File: config.mk
export PLATFORM = sky130hd
export DESIGN_NAME = instr_fetch_queue
export DESIGN_NICKNAME = d
export VERILOG_FILES = /design/src/rtl/instr_fetch_queue.sv
export SDC_FILE = /design/constraint.sdc
export NUM_CORES = 1
export LEC_CHECK = 0
export BUFFER_PORTS_ARGS = -buffer_cell sky130_fd_sc_hd__buf_4
export CAP_MARGIN = 20
export CELL_PAD_IN_SITES_DETAIL_PLACEMENT = 1
export CELL_PAD_IN_SITES_GLOBAL_PLACEMENT = 2
export CORE_AREA = 5 5 159 222
export CTS_CLUSTER_SIZE = 14
export DETAILED_ROUTE_END_ITERATION = 8
export DIE_AREA = 0 0 164 227
export GPL_TIMING_DRIVEN = 0
export PLACE_DENSITY = 0.85
export SYNTH_ARGS = -nofsm -noshare
export SYNTH_HDL_FRONTEND = slang
export SYNTH_SLANG_ARGS = --single-unit
File: constraint.sdc
create_clock -name clk -period 11.68 [get_ports clk]
set_clock_uncertainty 0.2 [all_clocks]
set_input_delay 2.336 -clock clk [delete_from_list [all_inputs] [get_ports clk]]
set_output_delay 2.336 -clock clk [all_outputs]
set_load 0.05 [all_outputs]
File: src/rtl/instr_fetch_queue.sv
// Fetch stage: owns the fetch PC, issues in-order instruction-memory requests and
// queues returned words for decode, with redirect flush and in-flight response discard.
module instr_fetch_queue #(
   parameter logic [31:0] RESET_PC = 32'h0000_0000,
   parameter int unsigned DEPTH    = 2
) (
   input  logic        clk,
   input  logic        rst,
   output logic        ReqValid,
   output logic [31:0] ReqAddr,
   input  logic        ReqReady,
   input  logic        RespValid,
   input  logic [31:0] RespData,
   input  logic        Redirect,
   input  logic [31:0] RedirectPC,
   output logic        InstrValid,
   input  logic        InstrReady,
   output logic [31:0] InstrD,
   output logic [31:0] PCD,
   output logic [31:0] PCPlus4D
);

   localparam int unsigned PW = $clog2(DEPTH);
   localparam int unsigned CW = $clog2(DEPTH + 1);

   logic [31:0]      fetch_pc, fetch_pc_n;
   logic [31:0]      pc_q    [DEPTH];
   logic [31:0]      pc_n    [DEPTH];
   logic [31:0]      instr_q [DEPTH];
   logic [31:0]      instr_n [DEPTH];
   logic [DEPTH-1:0] filled_q, filled_n;
   logic [PW-1:0]    head, head_n, tail, tail_n, fill_ptr, fill_n;
   logic [CW-1:0]    alloc, alloc_n, pending, pending_n, discard, discard_n;
   logic             fire, resp, xfer;

   // Next-state: fire, response and transfer first, redirect applied last
   always_comb begin
      fire       = ReqValid && ReqReady;
      resp       = RespValid && (pending != '0);
      xfer       = InstrValid && InstrReady;
      fetch_pc_n = fetch_pc;
      pc_n       = pc_q;
      instr_n    = instr_q;
      filled_n   = filled_q;
      head_n     = head;
      tail_n     = tail;
      fill_n     = fill_ptr;
      discard_n  = discard;
      alloc_n    = alloc + CW'(fire) - CW'(xfer);
      pending_n  = pending + CW'(fire) - CW'(resp);

      if (fire) begin
         pc_n[tail]     = fetch_pc;
         filled_n[tail] = 1'b0;
         tail_n         = tail + PW'(1);
         fetch_pc_n     = fetch_pc + 32'd4;
      end

      // Responses return in order, so the oldest unfilled entry is always fill_ptr
      if (resp) begin
         if (discard != '0) begin
            discard_n = discard - CW'(1);
         end else begin
            instr_n[fill_ptr]  = RespData;
            filled_n[fill_ptr] = 1'b1;
            fill_n             = fill_ptr + PW'(1);
         end
      end

      if (xfer) begin
         filled_n[head] = 1'b0;
         head_n         = head + PW'(1);
      end

      if (Redirect) begin
         filled_n   = '0;
         head_n     = '0;
         tail_n     = '0;
         fill_n     = '0;
         alloc_n    = '0;
         discard_n  = pending_n;
         fetch_pc_n = {RedirectPC[31:2], 2'b00};
      end
   end

   // Control state and registered outputs
   always_ff @(posedge clk) begin
      if (rst) begin
         fetch_pc   <= RESET_PC;
         filled_q   <= '0;
         head       <= '0;
         tail       <= '0;
         fill_ptr   <= '0;
         alloc      <= '0;
         pending    <= '0;
         discard    <= '0;
         ReqValid   <= 1'b0;
         ReqAddr    <= '0;
         InstrValid <= 1'b0;
         InstrD     <= '0;
         PCD        <= '0;
         PCPlus4D   <= '0;
      end else begin
         fetch_pc   <= fetch_pc_n;
         filled_q   <= filled_n;
         head       <= head_n;
         tail       <= tail_n;
         fill_ptr   <= fill_n;
         alloc      <= alloc_n;
         pending    <= pending_n;
         discard    <= discard_n;
         ReqValid   <= (alloc_n < CW'(DEPTH)) && (discard_n == '0);
         ReqAddr    <= fetch_pc_n;
         InstrValid <= filled_n[head_n];
         if (filled_n[head_n]) begin
            InstrD   <= instr_n[head_n];
            PCD      <= pc_n[head_n];
            PCPlus4D <= pc_n[head_n] + 32'd4;
         end
      end
   end

   // Queue payload needs no reset; only the filled bits qualify it
   always_ff @(posedge clk) begin
      pc_q    <= pc_n;
      instr_q <= instr_n;
   end

endmodule

== Yosys cells after proc, flatten, opt, wreduce, memory -nomap -nowiden ==
Cells that the tools add are included.
Widths: inputs -> output; s select.
Cells by class
  order comparisons: 13
  bitwise operators: 9
  reduce and logical (&&, ||, !) cells: 15
  add/subtract/negate cells: 10
  mux-type cells: 36
Operator list (number)
  $mux 32: 10
  $mux 64: 3
  $bwmux 64: 2
  $add 32x3->32 const B: 2
  $demux 32 s1: 2
  $mux 2: 9
  $logic_and 1x1->1: 9
  $lt 1x2->1 const B: 4
  $mux 1: 7
  $ge 2x2->1 const B: 3
  $not 1->2: 3
  $reduce_bool 2->1: 3
  $add 2x1->2: 2
  $and 2x2->2: 2
  $lt 2x1->1 const B: 2
  $not 2->2: 2
  $sub 2x1->2: 2
  $add 1x1->1 const B: 3
  $demux 1 s1: 3
  $ge 1x1->1 const B: 3
  $logic_not 2->1: 1
  $lt 2x2->1 const B: 1
  $or 2x2->2: 1
  $reduce_and 2->1: 1
  other kinds (3): 3
Word-level totals
  flip-flop bits (word level): 269

== Logic depth before layout (Yosys ltp) ==
Gate-level depths: netlist (run 1).
  word-level depth: 15
  mapped depth: 15
  mapped depth without buffers: 10

== Least setup slack after synthesis (run 1) ==
No wires, ideal clock.
  path kind: input port to flip-flop
  start point: input port InstrReady
  end point: register PCPlus4D[24]
  data required time: 11.389 ns
  stages: 14
  data arrival time: 5.277 ns
  library setup time: 0.091 ns
  slack: 6.112 ns
  cells stage by stage: a21bo_2 -> a21oi_4 -> buf_6 -> buf_6 -> buf_4 -> clkbuf_1 -> nor2_1 -> a31oi_1 -> ha_1 -> nand4_1 -> nor4_2 -> buf_2 -> nand3_1 -> a311oi_1
Between the ends
  word-level cells in the longest chain between the ends: 8
  elaborated cells on any way between the ends: 12
  those cells by class: add/sub: 1; mux: 9; bitwise: 1; reduce/logical: 1
RTL lines
  start, declared: RTL line 17  | input logic InstrReady,
  $logic_and 1x1->1 (*): RTL line 40  | xfer = InstrValid && InstrReady;
  $mux 1: RTL line 70  | if (xfer) begin
  $mux 1: RTL line 75  | if (Redirect) begin
  $not 1->2 (not written as such): RTL line 118  | PCPlus4D <= pc_n[head_n] + 32'd4;
  $mux 32 (not written as such) (3 in series): RTL line 118
  $add 32x3->32: RTL line 118
  end signal, assigned: RTL line 118
  end, declared: RTL line 20  | output logic [31:0] PCPlus4D
Every way passes the cells marked *; elsewhere a longest branch is shown, timed or not. The select of a mux whose other input is x is not followed.
A chain may end at the register's enable or synchronous reset.

== Worst setup path after layout (run 1) ==
  start point: input port ReqReady
  end point: register PCPlus4D[24]
Between the ends
  word-level cells in the longest chain between the ends: 10
  elaborated cells on any way between the ends: 15
  those cells by class: add/sub: 1; mux: 11; bitwise: 2; reduce/logical: 1
RTL lines
  start, declared: RTL line 11  | input logic ReqReady,
  $logic_and 1x1->1 (*): RTL line 38  | fire = ReqValid && ReqReady;
  branches (longest 9 deep; another with $add 32x3->32)
Every way passes the cells marked *. The select of a mux whose other input is x is not followed.

==> flow_metrics.env, run 1 <==
export IMPL_first_global_vias=11300
export IMPL_vias=10680
export IMPL_die_width_um=164
export IMPL_drv_cap=0
export IMPL_cts_resized=0
export IMPL_hold_viol=0
export IMPL_synth_cell_types=62
export IMPL_hold_path_class="reg -> reg"
export IMPL_viasPerCell=5.134
export IMPL_p_leak_nw=6.031
export IMPL_holdPathStages=2
export IMPL_grt_max_degree=14
export IMPL_wirelength_mm=41.40
export IMPL_portBuffers=194
export IMPL_dr_pass1_iters=4
export IMPL_crit_type="in -> reg"
export IMPL_worst_path_largest_cell_delay_ps=660
export IMPL_antenna_cells=0
export IMPL_clk_pin_slew_worst_paths_ps=60
export IMPL_reg2reg_slack_ps=6250
export IMPL_report_power_total_mw=3.526
export IMPL_critical_path_required_ps=11940
export IMPL_worstHoldStart="pc_q[29]"
export IMPL_timing_fmax_mhz=146.6
export IMPL_synth_top_area_cell="dfxtp_1"
export IMPL_die_y_um=227
export IMPL_routabilityCongestion=0.8393
export IMPL_period_needed_ps=6819
export IMPL_root_buffer="clkbuf_16"
export IMPL_clkSinkCount=265
export IMPL_area_growth_pct=23.83
export IMPL_synthTopCellsByCount="dfxtp_1 (265), nor2_1 (193), nand2_1 (184)"
export IMPL_crit_chain="buf_4, and2_4, nand2_1, buf_2, buf_1, buf_2, clkbuf_1, nand2_1, a31oi_1, ha_1, nand4_1, nor4_2, buf_2, nand3_1, a311oi_1"
export IMPL_synthArstFlopShare=0
export IMPL_rows=79
export IMPL_antenna_found_initial=0
export IMPL_synth_edf_count=0
export IMPL_cp_arrival_ps=7080
export IMPL_vdd_drop_max_mv=0.1021
export IMPL_grt_usage=0.2175
export IMPL_timing_final_crit_share=0.5839
export IMPL_drive_above_1_share=0.2318
export IMPL_r2r_start="ReqValid"
export IMPL_ys_seq_elements=265
export IMPL_crit_fanout=10
export IMPL_synth_main_ff_cell="dfxtp_1"
export IMPL_critPathLaunch="ReqReady"
export IMPL_reg2regPathDepth=14
export IMPL_place_hpwl_mm=31.32
export IMPL_cts_hold_buffers=0
export IMPL_cts_buffers=28
export IMPL_yosys_warnings=0
export IMPL_hold_end="pc_q[29]"
export IMPL_wire_per_inst_um=19.90
export IMPL_max_slew_margin=0.3681
export IMPL_ys_top_cells_by_area="dfxtp_1 (44%), mux2_2 (8.8%), nor2_1 (6.0%)"
export IMPL_io_pins=200
export IMPL_synth_avg_cell_area_um2=8.655
export IMPL_n_fill_cell=3955
export IMPL_setup_tns_ps=0
export IMPL_drc=0
export IMPL_worstSkewPairLatency_ps=560
export IMPL_worst_r2r_endpoint="PCPlus4D[24]"
export IMPL_startpoint_type="input port"
export IMPL_start_util=0.3663
export IMPL_syn_area_um2=12090
export IMPL_antenna_left=0
export IMPL_end_kind="register"
export IMPL_setup_viol_count_final=0
export IMPL_cts_path_max_buffers=3
export IMPL_synth_seq_area_share=0.4387
export IMPL_dieArea_um2=37230
export IMPL_outcome="complete, no violations"
export IMPL_synthDominantCellAreaShare=0.4387
export IMPL_synth_most_common_cell="dfxtp_1"
export IMPL_grt_overflow_total=0
export IMPL_core_um2=33010
export IMPL_slowest_stage="clkbuf_1"
export IMPL_synthCells=1397
export IMPL_crit_top_cell="buf_2"
export IMPL_cts_tree="yes"
export IMPL_worstMarginPinSlew_ps=947.8
export IMPL_power_density_nw_per_um2=235.5
export IMPL_rsz0062_at_grt="no"
export IMPL_slew_violations=0
export IMPL_fin_util=0.4535
export IMPL_grt_first_pass_wirelength_mm=63.67
export IMPL_drt_iter0_markers=468
export IMPL_fin_nets=1698
export IMPL_post_cts_buffers=0
export IMPL_h_tree_depth=1
[sequential cells by signal, indices dropped and copies added, names as in the netlist, 2 cells and up]
register,cells
instr_q,64
pc_q,64
InstrD,32
PCD,32
PCPlus4D,30
fetch_pc,30
alloc,2
discard,2
filled_q,2
pending,2
[layer usage]
metal  GRT usage  part of all wire  vias up
met1      0.2534              0.41     5169
met4     0.06253             0.027        0
met3     0.03007             0.043       56
met5           0                 0        -
li1            -                 -     5210
met2      0.4122              0.52      243
[critical path, delay by kind of cell]
family | cells | cell delay (ps)
AOI/OAI and AO/OA | 2 | 670
buffers and inverters | 6 | 2330
and+or+nand+nor | 6 | 1390
adders and majority gates | 1 | 320
[per-stage QoR]
step                setup slack, ps  hold WS, ps  cells  area (µm²)
floorplan                      6112        218.2   1398       12100
global placement               4375        228.2   2037       14110
detailed placement             4283        235.4   2037       14110
CTS                            4876        247.0   2080       14970
global route                   4610        261.8   2080       14970
finish                         4861        245.9   2080       14970
[layout by cell type, fill, tap and decap left out, drive strengths merged, types with 10 or more instances in the layout]
cell type / instances
o21a: 23
nor3: 21
nand4: 17
nor2: 193
o21ai: 66
inv: 31
nand3: 26
buf: 235
nand2: 184
a21oi: 71
a311oi: 11
a22oi: 19
xnor2: 18
xor2: 24
dfxtp: 265
a211oi: 15
nor2b: 37
mux2: 94
or3: 10
clkbuf: 109
mux2i: 63
[logic make-up (layout without fill, tap and decap cells)]
family | count (synthesis) | in the layout | synth area share
AO/OA/AOI/OAI | 242 | 242 | 0.1285
XOR/XNOR | 42 | 42 | 0.03042
flip-flops | 265 | 265 | 0.4387
multiplexers | 157 | 157 | 0.1397
adder cells (fa/ha/maj) | 6 | 6 | 0.006208
AND/OR/NAND/NOR | 543 | 543 | 0.2045
other | 1 | 2 | 0.0003101
buffers and inverters | 141 | 378 | 0.05163
[power by group]
group / total, mW / switching, mW / leakage [nW] / internal [mW]
Clock: 0.866 / 0.365 / 0.427 / 0.501
Sequential: 1.29 / 0.126 / 2.17 / 1.16
Combinational: 1.37 / 0.849 / 3.44 / 0.520
[final cells by class]
| class | instances | area [µm²] | area share |
|---|---|---|---|
| clock inverter | 4 | 51.30 | 0.003426 |
| sequential | 265 | 5305 | 0.3543 |
| inverter | 30 | 112.6 | 0.007521 |
| clock buffer | 39 | 813.3 | 0.05432 |
| multi-input combinational | 992 | 6166 | 0.4118 |
| tap | 445 | 556.8 | 0.03719 |
| buffer | 111 | 511.7 | 0.03418 |
| timing repair buffer | 194 | 1456 | 0.09727 |
[worst max-delay path by stage]
stage                         endpoint  slack (ps)  cells past startpoint
after floorplan           PCPlus4D[24]        6110                     14
after global placement    PCPlus4D[18]        4380                     15
after global routing      PCPlus4D[24]        4610                     15
after detailed placement  PCPlus4D[24]        4280                     15
after CTS                 PCPlus4D[24]        4880                     15
final                     PCPlus4D[24]        4860                     15
(Power assumes the default switching activity.)
==> run 2: changes to the inputs <==
--- a/config.mk
+++ b/config.mk
@@ -9,12 +9,12 @@
 export CAP_MARGIN = 20
 export CELL_PAD_IN_SITES_DETAIL_PLACEMENT = 1
 export CELL_PAD_IN_SITES_GLOBAL_PLACEMENT = 2
-export CORE_AREA = 5 5 159 222
+export CORE_AREA = 5 5 173 242
 export CTS_CLUSTER_SIZE = 14
 export DETAILED_ROUTE_END_ITERATION = 8
-export DIE_AREA = 0 0 164 227
+export DIE_AREA = 0 0 178 247
 export GPL_TIMING_DRIVEN = 0
-export PLACE_DENSITY = 0.85
+export PLACE_DENSITY = 0.76
 export SYNTH_ARGS = -nofsm -noshare
 export SYNTH_HDL_FRONTEND = slang
 export SYNTH_SLANG_ARGS = --single-unit
==> constraint.sdc (replaced) <==
create_clock -name clk -period 5.82 [get_ports clk]
set_clock_uncertainty 0.2 [all_clocks]
set_input_delay 1.164 -clock clk [delete_from_list [all_inputs] [get_ports clk]]
set_output_delay 1.164 -clock clk [all_outputs]
set_load 0.05 [all_outputs]
==> run 2 against run 1 <==
Net effect: non-clock buffer count unchanged; setup slack got worse by 4700 ps; critical path depth unchanged; flip-flop and latch count unchanged; combinational power grew 100%; hold slack got worse by 1.2 ps; final cell count grew 4.4%; sequential power grew 100%; wire length rose by 3.6%; count of clock-buffer cells in the layout is 2 lower; design area grew 1.7%; largest cell class unchanged; largest power group unchanged.
==> flow_metrics.env, run 2 (synthesis results as in run 1) <==
export IMPL_power_density_nw_per_um2=480.9
export IMPL_antenna_cells=0
export IMPL_worst_path_largest_cell_delay_ps=540
export IMPL_fin_util=0.3876
export IMPL_rows=86
export IMPL_startpoint_type="input port"
export IMPL_setup_viol_count_final=0
export IMPL_slowest_stage="buf_1"
export IMPL_drc=0
export IMPL_timing_final_crit_share=0.9650
export IMPL_n_fill_cell=4658
export IMPL_outcome="complete, no violations"
export IMPL_slew_violations=0
export IMPL_area_growth_pct=25.90
export IMPL_cp_arrival_ps=5880
export IMPL_antenna_left=0
export IMPL_largest_registers="instr_q (64), pc_q (64)"
export IMPL_dieArea_um2=43970
export IMPL_p_comb_frac=0.377
export IMPL_wirelength_mm=42.89
export IMPL_end_kind="register"
export IMPL_setup_tns_ps=0
export IMPL_first_global_vias=11560
export IMPL_drt_iter0_markers=345
export IMPL_crit_top_cell="buf_2"
export IMPL_period_needed_ps=5616
export IMPL_hold_viol=0
export IMPL_start_util=0.3079
export IMPL_fin_nets=1698
export IMPL_h_tree_depth=1
export IMPL_crit_fanout=10
export IMPL_clkSinkCount=265
export IMPL_p_int_mw=4.554
export IMPL_antenna_found_initial=1
export IMPL_reg2regPathDepth=14
export IMPL_io_pins=200
export IMPL_p_leak_nw=6.109
export IMPL_place_ws_ps=-341.8
export IMPL_dp_cells=2120
export IMPL_p_seq_frac=0.355
export IMPL_die_y_um=247
export IMPL_fin_ws_ps=203.8
export IMPL_wire_per_inst_um=19.75
export IMPL_post_cts_buffers=0
export IMPL_mostFrequentLayoutCell="dfxtp_1"
export IMPL_drv_cap=0
export IMPL_swShare=0.3778
export IMPL_crit_chain="buf_4, and2_4, nand2_1, buf_2, buf_1, buf_2, clkbuf_1, nand2_1, a31oi_1, ha_1, nand4_1, nor4_2, buf_2, nand3_1, a311oi_1"
export IMPL_critPathLaunch="ReqReady"
export IMPL_viasPerCell=4.923
export IMPL_p_sw_mw=2.766
export IMPL_hold_path_class="reg -> reg"
export IMPL_clkPwrFrac=0.268
export IMPL_cts_resized=0
export IMPL_critical_path_required_ps=6090
export IMPL_place_hpwl_mm=33.08
export IMPL_crit_type="in -> reg"
export IMPL_final_cell_mix="dfxtp_1 (265), buf_4 (200), nor2_1 (193)"
export IMPL_reg2reg_slack_ps=430
export IMPL_grt_first_pass_wirelength_mm=66.19
export IMPL_report_power_total_mw=7.321
export IMPL_multi_input_area_um2=6166
export IMPL_rsz0062_at_grt="no"
export IMPL_worstMarginPinSlew_ps=956.7
export IMPL_fin_area_um2=15220
export IMPL_whs_ps=244.7
export IMPL_worst_r2r_endpoint="PCPlus4D[22]"
export IMPL_seqCellArea_um2=5305
export IMPL_cts_path_max_buffers=3
export IMPL_die_width_um=178
export IMPL_root_buffer="clkbuf_16"
export IMPL_worstSkewPairLatency_ps=560
export IMPL_timing_fmax_mhz=178.1
export IMPL_clk_pin_slew_worst_paths_ps=70
export IMPL_portBuffers=194
export IMPL_grt_usage=0.1928
export IMPL_routabilityCongestion=0.8197
export IMPL_drive_above_1_share=0.2384
export IMPL_core_um2=39280
export IMPL_grt_overflow_total=0
export IMPL_r2r_start="ReqValid"
export IMPL_dr_pass1_iters=4
export IMPL_grt_max_degree=15
export IMPL_vdd_drop_max_mv=0.2531
export IMPL_max_slew_margin=0.3622
export IMPL_cp_endpoint="PCPlus4D[22]"
export IMPL_cts_buffers=28
export IMPL_cts_tree="yes"
export IMPL_post_dp_cell_area_um2=14210
export IMPL_cts_hold_buffers=0
export IMPL_stdcell_count=2172
export IMPL_vias=10690
[run 2: power groups by stage]
stage | logic (mW) | registers (mW) | clock network (mW)
after global placement | 2.71 | 2.61 | 0
after global routing | 3.03 | 2.65 | 2.08
after floorplan | 1.55 | 2.97 | 0
after detailed placement | 2.79 | 2.64 | 0
final | 2.76 | 2.60 | 1.96
after CTS | 2.80 | 2.60 | 2.00
[run 2: worst min path at each step]
stage | start | to | slack, ps | depth (start not counted)
global route | pc_q[31] | pc_q[31] | 270 | 2
global placement | pc_q[31] | pc_q[31] | 230 | 2
floorplan | pc_q[31] | pc_q[31] | 220 | 2
detailed placement | pc_q[20] | pc_q[20] | 240 | 2
finish | pc_q[21] | pc_q[21] | 240 | 2
CTS | pc_q[29] | pc_q[29] | 250 | 2
[run 2: area by class of cell]
type                       count  area share
multi-input combinational    992      0.4050
buffer                       111     0.03362
sequential                   265      0.3485
timing repair buffer         194     0.09567
clock inverter                15     0.01216
tap                          528     0.04340
inverter                      30    0.007397
clock buffer                  37     0.05424
[run 2: critical path, delay by kind of cell]
kind / cells / cell delay [ps]
AO/OA/AOI/OAI: 2 / 700
adder cells (fa/ha/maj): 1 / 310
AND/OR/NAND/NOR: 6 / 1430
buffers and inverters: 6 / 2240
[run 2: routing by layer]
metal	track usage	vias to the layer above	wire [µm]
li1	-	5221	-
met1	0.2158	5166	17050
met2	0.3664	233	22550
met3	0.02936	70	1859
met4	0.06579	2	1418
met5	0	-	13
